===== config.mk =====
export PLATFORM = sky130hd
export DESIGN_NAME = openhw_ptwalk
export DESIGN_NICKNAME = d
export VERILOG_FILES = /design/src/rtl/openhw_ptwalk_pkg.sv /design/src/rtl/openhw_ptwalk_pte_check.sv /design/src/rtl/openhw_ptwalk.sv
export SDC_FILE = /design/constraint.sdc
export NUM_CORES = 1
export LEC_CHECK = 0
export CAP_MARGIN = 20
export CORE_MARGIN = 3
export CORE_UTILIZATION = 42
export DETAILED_ROUTE_END_ITERATION = 7
export PLACE_DENSITY = 0.79
export REMOVE_ABC_BUFFERS = 1
export SLEW_MARGIN = 20
export SYNTH_ARGS = -nofsm -noshare
export SYNTH_HDL_FRONTEND = slang
export SYNTH_SLANG_ARGS = --single-unit

===== constraint.sdc =====
create_clock -name clk -period 2.85 [get_ports clk]
set_input_delay 0.285 -clock clk [delete_from_list [all_inputs] [get_ports clk]]
set_output_delay 0.285 -clock clk [all_outputs]
set_load 0.05 [all_outputs]

===== src/rtl/openhw_ptwalk_pkg.sv =====
`default_nettype none
// ============================================================================
// Package     : cvw
// Description : Shared constants and types for the SV39/SV48 page-table
//               walker: address widths, SATP mode encodings, PTE field
//               positions and the walker state enumeration.
// Revision    : 1.0 - initial release
// ============================================================================
package cvw;

    localparam int XLEN        = 64;
    localparam int PA_BITS     = 56;
    localparam int PPN_BITS    = 44;
    localparam int SVMODE_BITS = 4;

    localparam logic [SVMODE_BITS-1:0] SV39 = 4'd8;
    localparam logic [SVMODE_BITS-1:0] SV48 = 4'd9;

    // PTE field positions
    localparam int PTE_V        = 0;
    localparam int PTE_R        = 1;
    localparam int PTE_W        = 2;
    localparam int PTE_X        = 3;
    localparam int PTE_PPN_LSB  = 10;
    localparam int PTE_PPN_MSB  = 53;
    localparam int PTE_RSVD_LSB = 54;

    typedef enum logic [2:0] {
        S_IDLE  = 3'd0,
        S_REQ   = 3'd1,
        S_WAIT  = 3'd2,
        S_DRAIN = 3'd3,
        S_DONE  = 3'd4
    } ptw_state_t;

endpackage
`default_nettype wire


===== src/rtl/openhw_ptwalk_pte_check.sv =====
`default_nettype none
// ============================================================================
// Module      : openhw_pte_check
// Description : Combinational classification of one PTE fetched at a given
//               walk level. Reports whether the PTE is a leaf and whether it
//               raises a page fault (invalid encoding, reserved bits set,
//               misaligned superpage, or a pointer at level 0).
// Ports       : pte        in  64  PTE read from memory
//               level      in  2   level the PTE was fetched at
//               leaf       out 1   R or X set
//               page_fault out 1   PTE cannot be used for translation
// Revision    : 1.0 - initial release
// ============================================================================
module openhw_pte_check
    import cvw::*;
(
    input  logic [63:0] pte,
    input  logic [1:0]  level,
    output logic        leaf,
    output logic        page_fault
);

    logic [PPN_BITS-1:0] w_ppn;
    logic [PPN_BITS-1:0] w_align_mask;
    logic                w_invalid;
    logic                w_misaligned;
    logic                w_unused_flags;

    // U/G/A/D/RSW are checked by the TLB fault logic, not here
    assign w_unused_flags = ^pte[9:4];

    always_comb begin
        w_ppn = pte[PTE_PPN_MSB:PTE_PPN_LSB];
        // A superpage leaf at level L must have its low 9*L PPN bits clear
        case (level)
            2'd1:    w_align_mask = 44'h0000000_01FF;
            2'd2:    w_align_mask = 44'h0000003_FFFF;
            2'd3:    w_align_mask = 44'h0000_07FF_FFFF;
            default: w_align_mask = '0;
        endcase
        leaf         = pte[PTE_R] | pte[PTE_X];
        w_invalid    = ~pte[PTE_V]
                     | (~pte[PTE_R] & pte[PTE_W])
                     | (|pte[63:PTE_RSVD_LSB]);
        w_misaligned = leaf & (|(w_ppn & w_align_mask));
        page_fault   = w_invalid | w_misaligned | (~leaf & (level == 2'd0));
    end

endmodule
`default_nettype wire


===== src/rtl/openhw_ptwalk.sv =====
`default_nettype none
// ============================================================================
// Module      : openhw_ptwalk
// Description : Hardware page-table walker for RV64 SV39/SV48. On a TLB miss
//               walks from SATP.PPN, one outstanding PTE read at a time, and
//               returns the leaf PTE and its level, or a page/access fault.
// Ports       : clk, reset (sync, active-high)
//               SATP_MODE, SATP_PPN          translation root
//               VAdr, SV39Mode,
//               UpperBitsUnequal             request VA and canonical check
//               Flush                        abort walk
//               WalkReq / WalkReady          request handshake
//               MemReq/MemAdr/MemGnt         PTE read request
//               MemRspValid/Data/Err         PTE read response
//               WalkDone, PTE, PageLevel,
//               PageFault, AccessFault       result
// Revision    : 1.0 - initial release
// ============================================================================
module openhw_ptwalk
    import cvw::*;
(
    input  logic                   clk,
    input  logic                   reset,
    input  logic [SVMODE_BITS-1:0] SATP_MODE,
    input  logic [PPN_BITS-1:0]    SATP_PPN,
    input  logic [XLEN-1:0]        VAdr,
    input  logic                   SV39Mode,
    input  logic                   UpperBitsUnequal,
    input  logic                   Flush,
    input  logic                   WalkReq,
    output logic                   WalkReady,
    output logic                   MemReq,
    output logic [PA_BITS-1:0]     MemAdr,
    input  logic                   MemGnt,
    input  logic                   MemRspValid,
    input  logic [63:0]            MemRspData,
    input  logic                   MemRspErr,
    output logic                   WalkDone,
    output logic [63:0]            PTE,
    output logic [1:0]             PageLevel,
    output logic                   PageFault,
    output logic                   AccessFault
);

    ptw_state_t          r_state;
    ptw_state_t          w_next_state;
    logic [1:0]          r_level;
    logic [PPN_BITS-1:0] r_ppn;
    logic [35:0]         r_vpn;      // VA[47:12]: the four 9-bit VPN fields
    logic [8:0]          w_vpn_sel;
    logic                w_walk_ok;
    logic                w_accept;
    logic                w_descend;
    logic                w_result;
    logic                w_pte_leaf;
    logic                w_pte_fault;
    logic                w_unused_va;

    // Canonical checking is upstream; only the VPN bits are kept
    assign w_unused_va = ^{VAdr[63:48], VAdr[11:0]};

    assign w_walk_ok = ((SATP_MODE == SV39) || (SATP_MODE == SV48)) & ~UpperBitsUnequal;

    always_comb begin
        case (r_level)
            2'd0:    w_vpn_sel = r_vpn[8:0];
            2'd1:    w_vpn_sel = r_vpn[17:9];
            2'd2:    w_vpn_sel = r_vpn[26:18];
            default: w_vpn_sel = r_vpn[35:27];
        endcase
    end

    assign MemAdr = {r_ppn, w_vpn_sel, 3'b000};

    openhw_pte_check u_pte_check (
        .pte        (MemRspData),
        .level      (r_level),
        .leaf       (w_pte_leaf),
        .page_fault (w_pte_fault)
    );

    always_ff @(posedge clk) begin
        if (reset) begin
            r_state <= S_IDLE;
        end else begin
            r_state <= w_next_state;
        end
    end

    always_comb begin
        w_next_state = r_state;
        WalkReady    = 1'b0;
        MemReq       = 1'b0;
        WalkDone     = 1'b0;
        w_accept     = 1'b0;
        w_descend    = 1'b0;
        w_result     = 1'b0;
        case (r_state)
            S_IDLE: begin
                WalkReady = 1'b1;
                if (!Flush && WalkReq) begin
                    w_accept     = 1'b1;
                    w_next_state = w_walk_ok ? S_REQ : S_DONE;
                end
            end
            S_REQ: begin
                MemReq = 1'b1;
                // A grant coinciding with Flush leaves a read in flight whose
                // response must be swallowed
                if (Flush) begin
                    w_next_state = MemGnt ? S_DRAIN : S_IDLE;
                end else if (MemGnt) begin
                    w_next_state = S_WAIT;
                end
            end
            S_WAIT: begin
                if (Flush) begin
                    w_next_state = MemRspValid ? S_IDLE : S_DRAIN;
                end else if (MemRspValid) begin
                    if (!MemRspErr && !w_pte_fault && !w_pte_leaf) begin
                        w_descend    = 1'b1;
                        w_next_state = S_REQ;
                    end else begin
                        w_result     = 1'b1;
                        w_next_state = S_DONE;
                    end
                end
            end
            S_DRAIN: begin
                if (MemRspValid) begin
                    w_next_state = S_IDLE;
                end
            end
            S_DONE: begin
                WalkDone     = ~Flush;
                w_next_state = S_IDLE;
            end
            default: begin
                w_next_state = S_IDLE;
            end
        endcase
    end

    always_ff @(posedge clk) begin
        if (reset) begin
            r_level     <= 2'd0;
            r_ppn       <= '0;
            r_vpn       <= '0;
            PTE         <= '0;
            PageLevel   <= 2'd0;
            PageFault   <= 1'b0;
            AccessFault <= 1'b0;
        end else begin
            if (w_accept) begin
                r_vpn       <= VAdr[47:12];
                r_level     <= SV39Mode ? 2'd2 : 2'd3;
                r_ppn       <= SATP_PPN;
                PTE         <= '0;
                PageLevel   <= 2'd0;
                PageFault   <= ~w_walk_ok;
                AccessFault <= 1'b0;
            end
            if (w_descend) begin
                r_ppn   <= MemRspData[PTE_PPN_MSB:PTE_PPN_LSB];
                r_level <= r_level - 2'd1;
            end
            if (w_result) begin
                AccessFault <= MemRspErr;
                PageFault   <= ~MemRspErr & w_pte_fault;
                if (!MemRspErr && !w_pte_fault) begin
                    PTE       <= MemRspData;
                    PageLevel <= r_level;
                end
            end
        end
    end

endmodule
`default_nettype wire

==> results of run 1 <==
## worst max path at each step
stage	slack, ns	endpoint	depth (start not counted)	startpoint
floorplan	-2.28	PTE[54]	4	r_state[2]
global placement	0.37	r_ppn[28]	7	MemRspData[61]
detailed placement	0.31	r_ppn[34]	8	r_level[0]
CTS	0.30	r_ppn[34]	8	r_level[0]
global route	0.11	r_ppn[29]	8	r_level[0]
finish	0.29	r_ppn[34]	8	r_level[0]
## layer usage
metal,wire length [microns],vias to the layer above
met1,8680,2908
li1,-,3068
met2,9990,230
met3,1340,44
met5,0,-
met4,776,0
## where the power goes
part           internal [mW]  total (mW)  switching [mW]  leakage (nW)
clock                   1.38        2.24           0.853         0.285
sequential              2.20        2.23          0.0340          1.24
combinational          0.380       0.800           0.419          2.60
## sequential cells by signal (all words and copies together) (netlist names)
| register | cells |
|---|---|
| PTE | 64 |
| r_level | 2 |
| r_ppn | 44 |
| r_state | 3 |
| r_vpn | 36 |
| AccessFault | 1 |
| PageLevel | 2 |
| PageFault | 1 |
## layout make-up
class                      instances  area [sq um]
multi-input combinational        520          3470
tap                              216           270
clock buffer                      26           499
timing repair buffer             295          2930
clock inverter                     6          86.3
antenna                            1          2.50
sequential                       153          3060
fill                            1376          5630
inverter                          15          56.3
## logic make-up (layout without fill, tap and decap cells)
kind of cell	Yosys count	after routing
compound gates	111	111
fa+ha+maj	5	5
buf+inv	78	342
flops	153	153
mux	108	108
other cells	1	4
simple gates	293	293
## cells in the final DEF, fill, tap and decap left out, types with 4 or more instances in the layout
cell type and instances:
clkdlybuf4s50_1 269, dfxtp_1 153, nand2_1 130, mux2i_1 108
nor2_1 58, nand2b_1 57, a21oi_1 42, a211oi_2 27
buf_4 23, a211oi_1 20, clkbuf_16 17, inv_1 15
and3_1 11, nor3_1 10, a222oi_1 9, ha_1 5
clkbuf_1 5, nor4_1 4, clkbuf_8 4
==> flow_summary.ini, run 1 <==
[die]
ioPinCount = 312
rows = 46
start_util_pct = 43.3
die_w_microns = 134
die_h_microns = 134
dieArea_sq_mm = 0.0181
core_area_sq_mm = 0.0160

[pwr]
p_per_area_mw_per_mm2 = 508
p_leak_nw = 4.13
peakVddDrop_mv = 0.384
power_mw = 5.27

[logic_synthesis]
synth_edf_count = 0
yosys.area_share.simple_pct = 20.2
synth_fa_ha_area_share_pct = 0.904
synth_flop_cell = dfxtp_1
synth-compound-area-share_pct = 12.8
ys_top_cells_by_count = dfxtp_1, nand2_1, mux2i_1
synth_top_area_share_pct = 44.2
synth_top_family_by_area = simple AND/OR/NAND/NOR gates
yosysMostFrequentCell = dfxtp_1
syn-mean-instance-area_sq_um = 9.24
synthXorXnorAreaFrac_pct = 0
ys_types = 46
synth_top_area_cell = dfxtp_1
synthArstFlopShare_pct = 0
synthesis.instances = 749
synth_sequential_area_ratio_pct = 44.2
synthTopCellsByArea = dfxtp_1, mux2i_1, nand2_1
yosys_warnings = 0
ys_ff_latch = 153
synth_area_sq_mm = 0.00692
synthMuxAreaShare_pct = 15.6

[final_layout]
synthToLayoutAreaGrowth_pct = 49.8
layoutNonFillerInstCount = 1232
layout.nets = 1192
drive_gt1_share_pct = 8.87
post-route-util_pct = 64.8
final_area_sq_mm = 0.0104

[global_routing]
busiest_layer = met2
grtUsageMet1_pct = 27.5
track_usage_pct = 22.6
antenna_found_initial = 1
grt_overflow = 0
grt_max_degree = 77
grt_pass1_vias = 6072
grtUsageMet3_pct = 6.34
grt_pass1_wl_microns = 32300
grt.met2_usage_pct = 37.2

[timing]
fin_skew_ns = 0.00621
fin_hold_ws_ns = 0.301
worstMarginPinSlew_ns = 0.593
post-route-period-util_pct = 89.7
finalSetupTns_ns = 0
max_freq_mhz = 391
fin_ws_ns = 0.293
drv_slew = 0
relSlewSlack_pct = 59.9
hold_viol_final = 0
setup_viol = 0
fin_crit_ns = 2.56
rsz0062_at_grt = false

[min_path]
min_from = reset
hold_path_class = input port to flop
hold_depth = 2
min_to = r_vpn[34]

[setup_path]
start_kind = flop
cp.required_ns = 3.13
cp_top_family = simple AND/OR/NAND/NOR gates
cp-end-kind = flop
rr_endpoint = r_ppn[34]
cp_max_fo = 32
worstPathArrival_ns = 2.83
cp.buffers_inverters = 2
cp_slowest_stage_delay_ns = 0.52
ff2ff_path_depth = 8
r2r-start = r_level[0]
slowest_stage = or3_2
r2r_slack_ns = 0.29
crit_chain = inv_1 > ha_1 > nor4_4 > nand4_2 > or3_2 > buf_4 > nor2_1 > a211oi_1
worst-setup-path-type = flop to flop

[placed_design]
place_worst_setup_slack_ns = 0.312
hpwl_microns = 14800
placed_cells = 1199
port_buffers = 279
finalWeightedCongestion = 0.819
placed_area_sq_mm = 0.00978

[cts]
clockBufferDepth = 2
htreeDepth = 4
postCtsHoldBufs = 0
cts_buffers = 17
clkLatencyLatePin_ns = 0.42
cts_setup_buffers = 0
cts_tree = done
cts_resized = 0
clock-sinks = 153
cts-root-buf = clkbuf_16
clk_pin_slew_ns = 0.06

[routing]
drt_iter0_markers = 327
dr.pass1.iters = 6
drc = 0
wl_microns = 20800
vias_per_cell = 5.07
avgRoutedWirePerCell_microns = 16.9
ant_nets = 0
vias = 6250

[job]
drv_cap = 0

[status]
outcome = complete, no violations
No activity file was read; power rests on OpenSTA's default activity.
==> run 2, diff against run 1 <==
--- a/config.mk
+++ b/config.mk
@@ -9,7 +9,7 @@
 export CORE_MARGIN = 3
 export CORE_UTILIZATION = 42
 export DETAILED_ROUTE_END_ITERATION = 7
-export PLACE_DENSITY = 0.79
+export PLACE_DENSITY = 0.81
 export REMOVE_ABC_BUFFERS = 1
 export SLEW_MARGIN = 20
 export SYNTH_ARGS = -nofsm -noshare
==> run 2 against run 1 <==
Largest power group is now registers. Sequential power is essentially flat. Global-route usage is 0.31 points higher. Sequential share of layout area grew 0.089 points. Register-to-register slack barely moved. Worst hold slack better by 0.042 ns. Die area unchanged. Critical endpoint is now r_ppn[39]. Final cell count fell by 0.24%.
==> flow_summary.ini, run 2 (synthesized netlist as in run 1, its figures left out) <==
[status]
outcome = complete, no violations

[final_layout]
largest_reg_flops = 64
largest-register = PTE
final_cell_mix = clkdlybuf4s50_1, dfxtp_1, nand2_1
drive_gt1_share_pct = 8.79
layout.nets = 1190
final_area_sq_mm = 0.0103
synthToLayoutAreaGrowth_pct = 49.4
fill_cells = 1352
largestRegisters = PTE x64, r_ppn x44, r_vpn x36
antenna_cells = 0
mostFrequentLayoutCell = clkdlybuf4s50_1
layoutNonFillerInstCount = 1229

[die]
die_w_microns = 134
dieArea_sq_mm = 0.0181
ioPinCount = 312
die_h_microns = 134
core_area_sq_mm = 0.0160
rows = 46
start_util_pct = 43.3

[timing]
post-route-period-util_pct = 89.5
worstMarginPinSlew_ns = 0.787
rsz0062_at_grt = false
fin_hold_ws_ns = 0.343
max_freq_mhz = 392
drv_slew = 0
setup_viol = 0
fin_crit_ns = 2.55
relSlewSlack_pct = 47.4
hold_viol_final = 0
fin_skew_ns = 0.00853

[global_routing]
track_usage_pct = 22.9
grt_overflow = 0
grt_max_degree = 73
grt_pass1_wl_microns = 33000
grt_pass1_vias = 6188
antenna_found_initial = 0

[setup_path]
cp-end-kind = flop
r2r_slack_ns = 0.30
worst-setup-path-type = flop to flop
cp-startpoint = r_level[0]
cp_slowest_stage_delay_ns = 0.51
rr_endpoint = r_ppn[39]
crit_end = r_ppn[39]
worstPathArrival_ns = 2.81
cp_max_fo = 27
crit_chain = inv_1 > ha_1 > nor4_4 > nand4_2 > or3_2 > buf_4 > nor2_1 > a211oi_1
r2r-start = r_level[0]
ff2ff_path_depth = 8
cp.required_ns = 3.11
start_kind = flop
slowest_stage = or3_2

[pwr]
p_per_area_mw_per_mm2 = 508
p_leak_nw = 4.10
peakVddDrop_mv = 0.371

[cts]
cts_resized = 0
clock-sinks = 153
clockBufferDepth = 2
htreeDepth = 4
cts_buffers = 17
cts_setup_buffers = 0
cts_tree = done
cts-root-buf = clkbuf_16
postCtsHoldBufs = 0
clk_pin_slew_ns = 0.06
clkLatencyLatePin_ns = 0.41

[routing]
wl_microns = 21200
vias_per_cell = 5.14
drc = 0
dr.pass1.iters = 6
drt_iter0_markers = 397
vias = 6320
ant_nets = 0
avgRoutedWirePerCell_microns = 17.3

[placed_design]
hpwl_microns = 15100
port_buffers = 279
finalWeightedCongestion = 0.804
placed_cells = 1197
placed_area_sq_mm = 0.00977

[job]
drv_cap = 0

[min_path]
hold_path_class = input port to flop
==> run 2: cell types whose count changed in the layout (fill, tap and decap cells not counted) <==
| cell | previous run | this run |
|---|---|---|
| clkbuf_8 | 4 | 1 |
| clkinvlp_4 | 1 | 4 |
| buf_4 | 23 | 21 |
| clkbuf_1 | 5 | 4 |
| diode_2 | 1 | 0 |
| inv_6 | 1 | 2 |
==> run 2: where the power goes <==
| part | internal, mW | switching [mW] |
|---|---|---|
| sequential | 2.20 | 0.0355 |
| combinational | 0.379 | 0.420 |
| clock | 1.32 | 0.901 |
| total | 3.89 | 1.36 |
==> run 2: worst max-delay path: cells and delay by family, from the launching register on <==
| kind | cells | cell delay (ns) |
|---|---|---|
| AND/OR/NAND/NOR | 4 | 1.19 |
| flip-flops | 1 | 0.45 |
| buffers and inverters | 2 | 0.39 |
| adder cells (fa/ha/maj) | 1 | 0.27 |
| AO/OA/AOI/OAI | 1 | 0.07 |
==> run 2: through the flow <==
stage          worst slack [ns]  util, %  TNS [ns]  total power, mW
2_1_floorplan             -2.28        -   -179.20             2.65
3_3_place_gp              0.384     61.1         0             3.07
3_5_place_dp              0.343     61.1         0             3.08
4_1_cts                   0.322     64.6         0             5.30
5_1_grt                   0.141     64.6         0             5.44
6_report                  0.300     64.6         0             5.25
==> run 2: layout make-up <==
| cell class | count | area [sq um] | area share (%) |
|---|---|---|---|
| Clock buffer | 22 | 454 | 4.39 |
| Inverter | 15 | 56.3 | 0.544 |
| Timing Repair Buffer | 293 | 2910 | 28.1 |
| Multi-Input combinational cell | 520 | 3470 | 33.6 |
| Clock inverter | 10 | 118 | 1.14 |
| Tap cell | 216 | 270 | 2.61 |
| Sequential cell | 153 | 3060 | 29.6 |
==> run 2: metal layers <==
layer  up-vias  track usage (%)  part of all wire (%)
li1       3067                -                     -
met1      2970             27.4                    40
met2       237             39.1                    50
met3        46             6.19                   6.7
met4         0             9.45                   3.1
met5         -                0                     0
==> run 2: worst min path at each step <==
stage / start / endpoint / slack (ns) / depth (start not counted)
final: reset / PTE[26] / 0.34 / 4
after global routing: reset / PTE[51] / 0.37 / 4
after CTS: reset / PTE[24] / 0.33 / 4
after detailed placement: r_vpn[16] / r_vpn[16] / 0.45 / 2
after global placement: r_vpn[22] / r_vpn[22] / 0.44 / 2
after floorplan: reset / r_ppn[0] / 0.35 / 1
==> run 3, diff against run 2 <==
--- a/config.mk
+++ b/config.mk
@@ -6,6 +6,7 @@
 export NUM_CORES = 1
 export LEC_CHECK = 0
 export CAP_MARGIN = 20
+export CORE_ASPECT_RATIO = 0.5
 export CORE_MARGIN = 3
 export CORE_UTILIZATION = 42
 export DETAILED_ROUTE_END_ITERATION = 7
==> run 3 against run 2 <==
Clock skew barely moved. Largest cell class unchanged. Via count rose by 0.57%. Fmax rose by 0.15%. Wire length rose by 2.7%. Final cell count rose by 0.41%. Die area rose by 0.52%. Critical path depth fell by 1. Setup slack improved by 0.0037 ns. Sequential power barely moved. Global-route usage rose by 0.59 points. Final area rose by 0.80%.
==> flow_summary.ini, run 3 (synthesized netlist as in run 1, its figures left out) <==
[pwr]
p_per_area_mw_per_mm2 = 523
peakVddDrop_mv = 0.409
p_comb_share_pct = 14.8
swShare_pct = 26.5
power_mw = 5.45
p_clk_share_pct = 44.3
p_sw_mw = 1.44
p_leak_nw = 4.15
p_int_mw = 4.01
seq_power_share_pct = 41.0

[status]
outcome = complete, no violations

[setup_path]
worst-setup-path-type = flop to flop
cp_max_fo = 44
cp.required_ns = 3.17
worstPathArrival_ns = 2.86
cp-end-kind = flop
start_kind = flop

[timing]
max_freq_mhz = 393
fin_crit_ns = 2.55
fin_ws_ns = 0.303
relSlewSlack_pct = 54.2
hold_viol_final = 0
setup_viol = 0
fin_hold_ws_ns = 0.396
worstMarginPinSlew_ns = 0.686
fin_skew_ns = 0.00896
post-route-period-util_pct = 89.4
drv_slew = 0
rsz0062_at_grt = false

[final_layout]
largestRegisters = PTE x64, r_ppn x44, r_vpn x36
layoutNonFillerInstCount = 1234
largest_reg_flops = 64
layout.nets = 1190
drive_gt1_share_pct = 9.18
antenna_cells = 0
final_area_sq_mm = 0.0104
fill_cells = 1277
synthToLayoutAreaGrowth_pct = 50.6
mostFrequentLayoutCell = clkdlybuf4s50_1
final_cell_mix = clkdlybuf4s50_1, dfxtp_1, nand2_1
largest-register = PTE

[min_path]
hold_path_class = input port to flop

[die]
rows = 32
ioPinCount = 312
core_area_sq_mm = 0.0158
dieArea_sq_mm = 0.0182
start_util_pct = 43.9
die_w_microns = 188
die_h_microns = 96.8

[routing]
drc = 0
wl_microns = 21800
vias_per_cell = 5.15
avgRoutedWirePerCell_microns = 17.7
ant_nets = 0
drt_iter0_markers = 421
dr.pass1.iters = 5
vias = 6356

[cts]
clkLatencyLatePin_ns = 0.42
cts-root-buf = clkbuf_16
clk_pin_slew_ns = 0.07
clockBufferDepth = 2
postCtsHoldBufs = 0
cts_tree = done
clock-sinks = 153
cts_resized = 0
cts_setup_buffers = 0
cts_buffers = 17
htreeDepth = 4

[global_routing]
grt_pass1_wl_microns = 34500
grt_pass1_vias = 6480
track_usage_pct = 23.5
grt_overflow = 0
grt_max_degree = 64
antenna_found_initial = 0

[job]
drv_cap = 0

[placed_design]
port_buffers = 279
hpwl_microns = 15300
finalWeightedCongestion = 0.827
placed_cells = 1202
placed_area_sq_mm = 0.00980
place_worst_setup_slack_ns = 0.346
## run 3: metrics by stage
step | setup TNS [ns] | util, %
5_1_grt | 0 | 66.1
2_1_floorplan | -179.20 | -
3_3_place_gp | 0 | 62.1
4_1_cts | 0 | 66.1
6_report | 0 | 66.1
3_5_place_dp | 0 | 62.1
## run 3: area by class of cell
class                   count  area [sq um]  share of cell area (%)
flip-flops and latches    153          3060                    29.4
multi-input cells         520          3470                    33.3
repair buffers            293          2940                    28.2
clock buffers              18           439                    4.21
well taps                 221           277                    2.65
clock inverters            14           184                    1.76
inverters                  15          56.3                   0.540
## run 3: power groups by stage
stage          logic [mW]  registers, mW  clock network [mW]
2_1_floorplan       0.268           2.39                   0
3_3_place_gp        0.792           2.28                   0
3_5_place_dp        0.802           2.28                   0
4_1_cts             0.807           2.23                2.45
5_1_grt             0.851           2.24                2.55
6_report            0.805           2.23                2.41
## run 3: worst paths after layout
check        depth (start not counted)  slack (ns)  startpoint     endpoint
max                                  7        0.30  r_level[0]    r_ppn[37]
min                                  2        0.40       reset  AccessFault
max reg2reg                          7        0.30  r_level[0]    r_ppn[37]
min reg2reg                          2        0.46   r_vpn[18]    r_vpn[18]
## run 3: per-layer routing
metal / vias up / global-route usage (%) / share of wire (%)
met5: - / 0 / 0
met4: 0 / 12.0 / 4.6
met3: 67 / 5.83 / 4.7
met2: 211 / 40.4 / 50
met1: 3007 / 27.3 / 41
li1: 3071 / - / -
## run 3: critical path, cell delays in order, from the launching register on
cell	delay [ns]
dfxtp_1	0.45
inv_1	0.12
ha_1	0.28
nor4_4	0.33
nand4_1	0.18
or3_2	0.44
buf_4	0.30
a211oi_1	0.31
